===== config.mk =====
export PLATFORM = sky130hd
export DESIGN_NAME = bpu_upd_queue
export DESIGN_NICKNAME = d
export VERILOG_FILES = /design/src/rtl/bpu_upd_queue.sv
export SDC_FILE = /design/constraint.sdc
export NUM_CORES = 1
export LEC_CHECK = 0
export CORE_UTILIZATION = 51
export CTS_CLUSTER_DIAMETER = 200
export CTS_CLUSTER_SIZE = 24
export DETAILED_ROUTE_END_ITERATION = 6
export PLACE_DENSITY = 0.76
export SLEW_MARGIN = 10
export SYNTH_ARGS = -nofsm -noshare
export SYNTH_HDL_FRONTEND = slang
export SYNTH_SLANG_ARGS = --single-unit

===== constraint.sdc =====
create_clock -name clk -period 2.9 [get_ports clk]
set_input_delay 0.58 -clock clk [delete_from_list [all_inputs] [get_ports clk]]
set_output_delay 0.58 -clock clk [all_outputs]
set_load 0.005 [all_outputs]

===== src/rtl/bpu_upd_queue.sv =====
// Branch-resolution update queue between the BJP execution unit and the BTAC/PHT write port.
// Optional same-cycle empty-queue bypass under `define BPU_UPD_BYPASS_EN.

module bpu_upd_kill #(
  parameter int W = 8
) (
  input  logic         i_trap,
  input  logic         i_ls,
  input  logic [W-1:0] i_ls_id,
  input  logic         i_mis,
  input  logic [W-1:0] i_mis_id,
  input  logic [W-1:0] i_rob_id,
  output logic         o_kill
);
  // a is older than b; the MSB is the ROB wrap bit
  function automatic logic older(input logic [W-1:0] a, input logic [W-1:0] b);
    if (a[W-1] != b[W-1]) older = (a[W-2:0] >= b[W-2:0]);
    else                  older = (a[W-2:0] <  b[W-2:0]);
  endfunction

  assign o_kill = i_trap
                | (i_ls  & (older(i_ls_id, i_rob_id) | (i_ls_id == i_rob_id)))
                | (i_mis & older(i_mis_id, i_rob_id));
endmodule

module bpu_upd_queue #(
  parameter int DEPTH        = 4,
  parameter int PC_WIDTH     = 32,
  parameter int ROB_ID_WIDTH = 8
) (
  input  logic                    clk,
  input  logic                    rst_n,
  input  logic                    i_exu_iq_btac_vld,
  input  logic [ROB_ID_WIDTH-1:0] i_exu_iq_rob_id,
  input  logic                    i_exu_iq_btac_taken,
  input  logic                    i_exu_iq_btac_new_br,
  input  logic                    i_exu_iq_type,
  input  logic                    i_exu_iq_len,
  input  logic                    i_exu_iq_tsucc,
  input  logic [PC_WIDTH-1:0]     i_exu_iq_btac_addr,
  input  logic [PC_WIDTH-1:0]     i_exu_iq_btac_taddr,
  input  logic [1:0]              i_exu_iq_btac_idx,
  input  logic [11:0]             i_exu_iq_pht_idx,
  input  logic [1:0]              i_exu_iq_pht_status,
  input  logic                    i_csr_trap_flush,
  input  logic                    i_exu_ls_flush,
  input  logic [ROB_ID_WIDTH-1:0] i_exu_ls_rob_id,
  input  logic                    i_exu_mis_flush,
  input  logic [ROB_ID_WIDTH-1:0] i_exu_mis_rob_id,
  input  logic                    i_bpu_upd_rdy,
  output logic                    o_bpu_upd_vld,
  output logic                    o_bpu_upd_taken,
  output logic                    o_bpu_upd_new_br,
  output logic                    o_bpu_upd_type,
  output logic                    o_bpu_upd_len,
  output logic                    o_bpu_upd_tsucc,
  output logic [PC_WIDTH-1:0]     o_bpu_upd_addr,
  output logic [PC_WIDTH-1:0]     o_bpu_upd_taddr,
  output logic [1:0]              o_bpu_upd_btac_idx,
  output logic [11:0]             o_bpu_upd_pht_idx,
  output logic [1:0]              o_bpu_upd_pht_status,
  output logic                    o_upd_full,
  output logic [$clog2(DEPTH):0]  o_upd_cnt,
  output logic                    o_upd_drop
);
  localparam int AW = $clog2(DEPTH);

  typedef struct packed {
    logic                taken;
    logic                new_br;
    logic                typ;
    logic                len;
    logic                tsucc;
    logic [PC_WIDTH-1:0] addr;
    logic [PC_WIDTH-1:0] taddr;
    logic [1:0]          btac_idx;
    logic [11:0]         pht_idx;
    logic [1:0]          pht_status;
  } upd_t;

  logic [AW:0]             head_q, head_d, tail_q, tail_d;
  logic [DEPTH-1:0]        live_q, live_d, kill_slot;
  upd_t                    slot_q [DEPTH];
  upd_t                    slot_d [DEPTH];
  logic [ROB_ID_WIDTH-1:0] rob_q  [DEPTH];
  logic [ROB_ID_WIDTH-1:0] rob_d  [DEPTH];
  logic [AW-1:0]           hidx, tidx;
  logic                    kill_in, empty, full, byp, vld, pop, adv, push;
  upd_t                    in_pkt, hd;

  assign hidx = head_q[AW-1:0];
  assign tidx = tail_q[AW-1:0];

  for (genvar i = 0; i < DEPTH; i++) begin : g_kill
    bpu_upd_kill #(.W(ROB_ID_WIDTH)) u_kill (
      .i_trap(i_csr_trap_flush), .i_ls(i_exu_ls_flush), .i_ls_id(i_exu_ls_rob_id),
      .i_mis(i_exu_mis_flush), .i_mis_id(i_exu_mis_rob_id),
      .i_rob_id(rob_q[i]), .o_kill(kill_slot[i])
    );
  end

  bpu_upd_kill #(.W(ROB_ID_WIDTH)) u_kill_in (
    .i_trap(i_csr_trap_flush), .i_ls(i_exu_ls_flush), .i_ls_id(i_exu_ls_rob_id),
    .i_mis(i_exu_mis_flush), .i_mis_id(i_exu_mis_rob_id),
    .i_rob_id(i_exu_iq_rob_id), .o_kill(kill_in)
  );

  always_comb begin
    in_pkt = '{taken: i_exu_iq_btac_taken, new_br: i_exu_iq_btac_new_br,
               typ: i_exu_iq_type, len: i_exu_iq_len, tsucc: i_exu_iq_tsucc,
               addr: i_exu_iq_btac_addr, taddr: i_exu_iq_btac_taddr,
               btac_idx: i_exu_iq_btac_idx, pht_idx: i_exu_iq_pht_idx,
               pht_status: i_exu_iq_pht_status};
    empty = (head_q == tail_q);
    full  = (head_q[AW-1:0] == tail_q[AW-1:0]) & (head_q[AW] != tail_q[AW]);
`ifdef BPU_UPD_BYPASS_EN
    byp = empty & i_exu_iq_btac_vld & ~kill_in;
`else
    byp = 1'b0;
`endif
    vld  = byp | (~empty & live_q[hidx] & ~kill_slot[hidx]);
    pop  = vld & i_bpu_upd_rdy;
    // a dead, unretired head slot is skipped one per cycle without a handshake
    adv  = (pop & ~byp) | (~empty & ~live_q[hidx]);
    push = i_exu_iq_btac_vld & ~full & ~kill_in & ~(byp & i_bpu_upd_rdy);
    hd   = byp ? in_pkt : slot_q[hidx];

    head_d = head_q + {{AW{1'b0}}, adv};
    tail_d = tail_q + {{AW{1'b0}}, push};
    live_d = live_q & ~kill_slot;
    slot_d = slot_q;
    rob_d  = rob_q;
    if (adv) live_d[hidx] = 1'b0;
    if (push) begin
      live_d[tidx] = 1'b1;
      slot_d[tidx] = in_pkt;
      rob_d[tidx]  = i_exu_iq_rob_id;
    end
    if (i_csr_trap_flush) begin
      head_d = '0;
      tail_d = '0;
      live_d = '0;
    end
  end

  always_ff @(posedge clk or negedge rst_n) begin
    if (!rst_n) begin
      head_q <= '0;
      tail_q <= '0;
      live_q <= '0;
      for (int i = 0; i < DEPTH; i++) begin
        slot_q[i] <= '0;
        rob_q[i]  <= '0;
      end
    end else begin
      head_q <= head_d;
      tail_q <= tail_d;
      live_q <= live_d;
      slot_q <= slot_d;
      rob_q  <= rob_d;
    end
  end

  assign o_bpu_upd_vld      = vld;
  assign o_bpu_upd_taken    = hd.taken;
  assign o_bpu_upd_new_br   = hd.new_br;
  assign o_bpu_upd_type     = hd.typ;
  assign o_bpu_upd_len      = hd.len;
  assign o_bpu_upd_tsucc    = hd.tsucc;
  assign o_bpu_upd_addr     = hd.addr;
  assign o_bpu_upd_taddr    = hd.taddr;
  assign o_bpu_upd_btac_idx = hd.btac_idx;
  assign o_bpu_upd_pht_idx  = hd.pht_idx;
  assign o_upd_full         = full;
  assign o_upd_cnt          = tail_q - head_q;
  assign o_upd_drop         = i_exu_iq_btac_vld & full;

  always_comb begin
    if (hd.new_br)     o_bpu_upd_pht_status = hd.taken ? 2'b10 : 2'b01;
    else if (hd.taken) o_bpu_upd_pht_status = (hd.pht_status == 2'b11) ? 2'b11 : hd.pht_status + 2'b01;
    else               o_bpu_upd_pht_status = (hd.pht_status == 2'b00) ? 2'b00 : hd.pht_status - 2'b01;
  end
endmodule


**Word-level counts from Yosys, hierarchy flattened**

Index checks and enable logic that the tools add are counted.

- Output and inout bits: 91
- Input port bits: 116
- Register bits after elaboration: 382
- Logic and storage cells: 185

- Bitwise gates (word level): 46
- $lt $le $gt $ge: 27
- Multiplexer cells: 37
- Eq/ne operators: 19
- Add/subtract/negate cells: 5
- Reductions and logical operators: 4

Operator list:

| operator | count |
|---|---|
| $bwmux 340 | 1 |
| $mux 85 | 3 |
| $bmux 85 s2 | 1 |
| $demux 85 s2 | 1 |
| $ge 7x7->1 | 10 |
| $lt 7x7->1 | 10 |
| $eq 8x8->1 | 5 |
| $bwmux 32 | 1 |
| $and 1x1->1 | 18 |
| $demux 8 s2 | 1 |
| $or 1x1->1 | 16 |
| $mux 1 | 14 |
| $mux 4 | 3 |
| $ne 1x1->1 | 11 |
| $mux 2 | 5 |
| $and 4x4->4 | 2 |
| $mux 8 | 1 |
| $not 4->4 | 2 |
| $add 3x1->3 | 2 |
| $ge 3x3->1 const B | 2 |
| $lt 2x3->1 const B | 2 |
| $mux 3 | 2 |
| $not 2->3 | 2 |
| $not 1->1 | 5 |
| other kinds (13) | 18 |

**Depth between registers and ports, before layout**

- Word-level depth: 16
- Mapped depth: 14
- Gate-level depth less buffers: 13

**Hierarchy**

Synthesis repeated with hierarchy kept, for this count alone.

- Cells, all modules: 1252
- Area, all modules: 18775.5 sq um

Modules (own cells, without submodules):

| module | area an instance (sq um) | cells each | times used |
|---|---|---|---|
| bpu_upd_queue | 16679.7 | 962 | 1 |
| bpu_upd_kill | 419.2 | 58 | 5 |

**Least setup slack after synthesis**

No wires, ideal clock.

- Path kind: in2reg
- From: input port i_exu_mis_rob_id[4]
- To: register head_q[1]
- Library setup time: 0.132 ns
- Setup slack: -0.252 ns
- Stages: 12
- Arrival time: 3.019 ns
- Path through: ha_1 a211oi_1 nor2_1 or4b_2 o21ai_0 o31ai_1 and4b_1 clkbuf_1 a21o_1 ha_1 ha_1 nor2b_1

- Word-level cells in the longest chain between the ends: 12
- Elaborated cells between the ends (all ways): 28
- Those cells by class: 1 x add/sub; 8 x order compare; 7 x mux; 12 x bitwise

RTL lines:

| element | line | RTL |
|---|---|---|
| start: declaration | 49 | `input logic [ROB_ID_WIDTH-1:0] i_exu_mis_rob_id,` |
| $lt 7x7->1 / $ge 7x7->1 (equally long branches) | 18, 17 |  |
| $mux 1 | 17 | `if (a[W-1] != b[W-1]) older = (a[W-2:0] >= b[W-2:0]);` |
| $and 1x1->1 | 23 | `\| (i_mis & older(i_mis_id, i_rob_id));` |
| $or 1x1->1 | 23 |  |
| $bmux 1 s2 * | 121 | `vld = byp \| (~empty & live_q[hidx] & ~kill_slot[hidx]);` |
| $mux 1 (implied by the code) * | 121 |  |
| $not 1->1 * | 121 |  |
| $and 1x1->1 * | 121 |  |
| $and 1x1->1 * | 122 | `pop = vld & i_bpu_upd_rdy;` |
| $or 1x1->1 * | 124 | `adv = (pop & ~byp) \| (~empty & ~live_q[hidx]);` |
| $add 3x1->3 * | 128 | `head_d = head_q + {{AW{1'b0}}, adv};` |
| $mux 3 * | 139 | `if (i_csr_trap_flush) begin` |
| via head_d[1] | 81 | `logic [AW:0] head_q, head_d, tail_q, tail_d;` |
| end signal: assignment | 148 | `head_q <= '0;` |
| end signal: assignment | 156 | `head_q <= head_d;` |
| end: declaration | 81 |  |

Mark *: on every way through the listed nets, which the timed path passes. The rest lies on a longest branch. The select of a mux whose other input is x is not followed.
A chain may end at the register's enable or synchronous reset.

**Worst setup path after layout**

- From: register rob_q[20] (netlist name)
- To: output port o_bpu_upd_vld

- Word-level cells in the longest chain between the ends: 10
- Elaborated cells between the ends (all ways): 16
- Those cells by class: 4 x order compare; 1 x eq/ne; 4 x mux; 7 x bitwise

RTL lines:

| element | line | RTL |
|---|---|---|
| start: declaration | 85 | `logic [ROB_ID_WIDTH-1:0] rob_q [DEPTH];` |
| start signal: assignment | 160 | `rob_q <= rob_d;` |
| $lt 7x7->1 / $ge 7x7->1 (equally long branches) | 18, 17 |  |
| $mux 1 | 17 |  |
| $or 1x1->1 | 22 | `\| (i_ls & (older(i_ls_id, i_rob_id) \| (i_ls_id == i_rob_id)))` |
| $and 1x1->1 | 22 |  |
| $or 1x1->1 | 22 |  |
| $or 1x1->1 * | 23 |  |
| $bmux 1 s2 * | 121 |  |
| $mux 1 (implied by the code) * | 121 |  |
| $not 1->1 * | 121 |  |
| $and 1x1->1 * | 121 |  |
| end: declaration | 51 | `output logic o_bpu_upd_vld,` |

Mark *: on every way between the ends. The rest lies on a longest branch, timed or not. The select of a mux whose other input is x is not followed.

==> run_results.csv <==
group,metric,value,unit
detailed_routing,routed_wl,51.0,mm
final_layout,post-route-util,70.5,%
power_and_ir_drop,power_report.internal_total,11.6,mW
power_and_ir_drop,seqPwrFrac,42.1,%
place,dp_hpwl,29.7,mm
final_layout,mostFrequentLayoutCells,"380 x dfrtp_1, 349 x mux2_2, 127 x buf_4",
status,outcome,"complete, but fails checks",
setup_path,slowest_delay,0.51,ns
setup_path,crit_fanout,3,
detailed_routing,drt_iter0_drc,686,
global_routing,antenna_found_initial,1,
timing,drv_slew,0,
place,pre_cts_slack,-1.08,ns
setup_path,crit_chain,"inv_2 -> ha_4 -> a211oi_2 -> nor2_1 -> or4b_4 -> o21ai_4 -> o31ai_2 -> and4b_1 -> and2_4 -> buf_6",
clocking,clockBufferDepth,3,
power_and_ir_drop,swShare,29.9,%
status,violations,"negative setup slack",
global_routing,grt_pass1_wl,71.5,mm
floorplan,rows,69,
timing,clock.fmax,305,MHz
min_path,hold_class,"reg -> reg",
synth,synth.cell_area,18400,µm²
timing,hold_violations,0,
floorplan,die_w,192,µm
final_layout,final_layout_size_suffix_gt1_share,49.6,%
setup_path,crit_path_end_kind,"primary output",
final_layout,final_common_cell,"dfrtp_1",
timing,finalSetupViolCount,275,
floorplan,start_util,51.7,%
setup_path,startpoint_type,"register",
detailed_routing,wl_per_cell,24.3,µm
timing,tightest_slew,1.14,ns
global_routing,grt_start_max_net_pins,63,
detailed_routing,vias_per_cell,5.89,
synth,ys_warn_count,0,
synth,netlist_instances,1230,
place,numPortBuffers,206,
floorplan,io_pins,207,
final_layout,fillCellCount,2309,
final_layout,fin_nets,1832,
synth,synthArstFlopShare,100,%
clocking,cts_max_level,1,
detailed_routing,drc,0,
floorplan,die_y,192,µm
timing,fin_crit,3.27,ns
global_routing,grt_pass1_vias,12971,
global_routing,grt_usage,25.3,%
power_and_ir_drop,switching_power,4.97,mW
final_layout,seqCellArea,9570,µm²
clocking,cts.clk_slew.worst_paths,0.10,ns
detailed_routing,drt-pass1-iter-count,5,
clocking,cts_tree,"done",
synth,synth_edf_count,0,
place,globalplace.congestion,0.888,
final_layout,syn2layout_area_growth,36.3,%
timing,tns,-15.30,ns
detailed_routing,antenna_left,0,
synth,syn_nets,1423,
clocking,insertion_delay,0.54,ns
floorplan,die_area,36800,µm²
clocking,cts_buffers,19,
synth,synth-seq-cells,382,
setup_path,crit_type,"reg -> out",
detailed_routing,vias,12379,
synth,avgSynthCellArea,14.9,µm²
timing,whs,0.507,ns
setup_path,critical_path_required,2.32,ns
clocking,cts-root-buf,"clkbuf_16",
timing,finalCritPeriodShare,113,%
timing,setup_ws,-0.374,ns
setup_path,critical_path_arrival,2.69,ns
floorplan,coreArea,35500,µm²
power_and_ir_drop,p_comb_share,40.5,%
flow_run,max-cap-violations,0,
power_and_ir_drop,clkPwrFrac,17.4,%
final_layout,multiInputGateArea,8960,µm²
setup_path,crit_path_top_delay_cell,"or4b_4",
power_and_ir_drop,p_per_area,664,nW/µm²
power_and_ir_drop,max-vdd-ir-drop,543,µV
synth,seq_area_frac_synth,52.1,%
synth,ys_dominant_reg_cell,"dfrtp_1",
timing,rsz0062_at_grt,"true",
clocking,cts.sinks,382,
timing,finalClockSkew,0.0170,ns
power_and_ir_drop,p_leak,12.0,nW
global_routing,grt-ovfl-total,0,
synth,ys_types,52,
timing,relSlewSlack,24.0,%
[worst paths after layout]
kind,start,to,slack [ns],cells past startpoint
worst max register to register,head_q[0],slot_q[246],-0.12,12
worst min register to register,slot_q[73],slot_q[73],0.51,1
worst max-delay path,rob_q[20],o_bpu_upd_vld,-0.37,10
max in group asynchronous,rst_n,slot_q[315],1.45,4
min in group asynchronous,rst_n,slot_q[174],0.55,2
worst min-delay path,slot_q[73],slot_q[73],0.51,1
[sequential cells by signal (all words and copies together), names as in the netlist]
signal / cells
rob_q: 32
slot_q: 340
tail_q: 3
head_q: 3
live_q: 4
[critical path: cells and delay by family, from the launching register on]
family                     cells  cell delay [ns]
adders and majority gates      1             0.21
DFF                            1             0.38
and+or+nand+nor                4             1.01
AOI/OAI and AO/OA              3             0.37
buffers and inverters          2             0.20
[area by class of cell]
| type | count | share of cell area, % |
|---|---|---|
| Multi-Input combinational cell | 747 | 35.8 |
| Inverter | 41 | 0.615 |
| Tap cell | 461 | 2.31 |
| Clock inverter | 1 | 0.0350 |
| Sequential cell | 382 | 38.2 |
| Antenna cell | 1 | 0.0100 |
| Timing Repair Buffer | 448 | 21.0 |
| Clock buffer | 21 | 1.97 |
[cell families after synthesis]
kind of cell,after synthesis,synth area share [%]
AOI/OAI and AO/OA,101,3.52
xor gates and xnor gates,14,0.709
adders and majority gates,77,5.29
buffers and inverters,105,2.35
DFF,382,52.1
muxes,459,33.2
and+or+nand+nor,92,2.84
[power groups by stage]
stage               clock, mW  combinational (mW)  sequential [mW]
finish                   2.89                6.73             7.01
CTS                      2.98                6.43             6.97
floorplan                   0                3.27             6.86
detailed placement          0                6.03             7.06
global route             3.13                7.19             7.13
global placement            0                5.88             6.98
[synthesized netlist by cell type (all sizes together), types with 3 or more instances]
| master | n | share of area, % |
|---|---|---|
| dfrtp | 382 | 52 |
| mux2 | 349 | 21 |
| mux4 | 85 | 10 |
| ha | 76 | 5.2 |
| buf | 41 | 1.0 |
| inv | 41 | 0.84 |
| a21oi | 30 | 0.82 |
| mux2i | 25 | 1.4 |
| clkbuf | 23 | 0.47 |
| nor2 | 23 | 0.47 |
| o21ai | 22 | 0.60 |
| nand2 | 18 | 0.37 |
| a31oi | 10 | 0.34 |
| xnor2 | 9 | 0.47 |
| a211oi | 8 | 0.33 |
| nand4 | 8 | 0.27 |
| nor2b | 7 | 0.24 |
| nand3b | 6 | 0.25 |
| a211o | 5 | 0.24 |
| nand2b | 5 | 0.17 |
| xor2 | 5 | 0.24 |
| a41oi | 4 | 0.19 |
| and4 | 4 | 0.19 |
| nor4b | 4 | 0.27 |
| a21o | 3 | 0.12 |
| nand3 | 3 | 0.082 |
| nor3 | 3 | 0.082 |
| o21a | 3 | 0.12 |
[per-stage QoR]
step / total power [mW] / cells / cell area (µm²)
final: 16.6 / 2102 / 25000
after global routing: 17.4 / 2102 / 25000
after CTS: 16.4 / 2043 / 23700
after detailed placement: 13.1 / 1971 / 22200
after global placement: 12.9 / 1971 / 22200
after floorplan: 10.1 / 1230 / 18500
[timing repair]
item,in CTS,in global routing
cloned,15,35
buffers inserted,35,28
setup endpoints to repair,463,408
hold buffers,1,0
pin swaps,34,18
endpoints found under the hold margin,36,0
gates resized for setup,231,118
[layer usage]
| layer | vias to the layer above | part of all wire, % | global-route usage, % |
|---|---|---|---|
| li1 | 5420 | - | - |
| met1 | 6510 | 42 | 33.3 |
| met2 | 359 | 50 | 42.4 |
| met3 | 90 | 5.9 | 4.75 |
| met4 | 0 | 2.5 | 7.72 |
| met5 | - | 0 | 0 |
(Power assumes the default switching activity.)
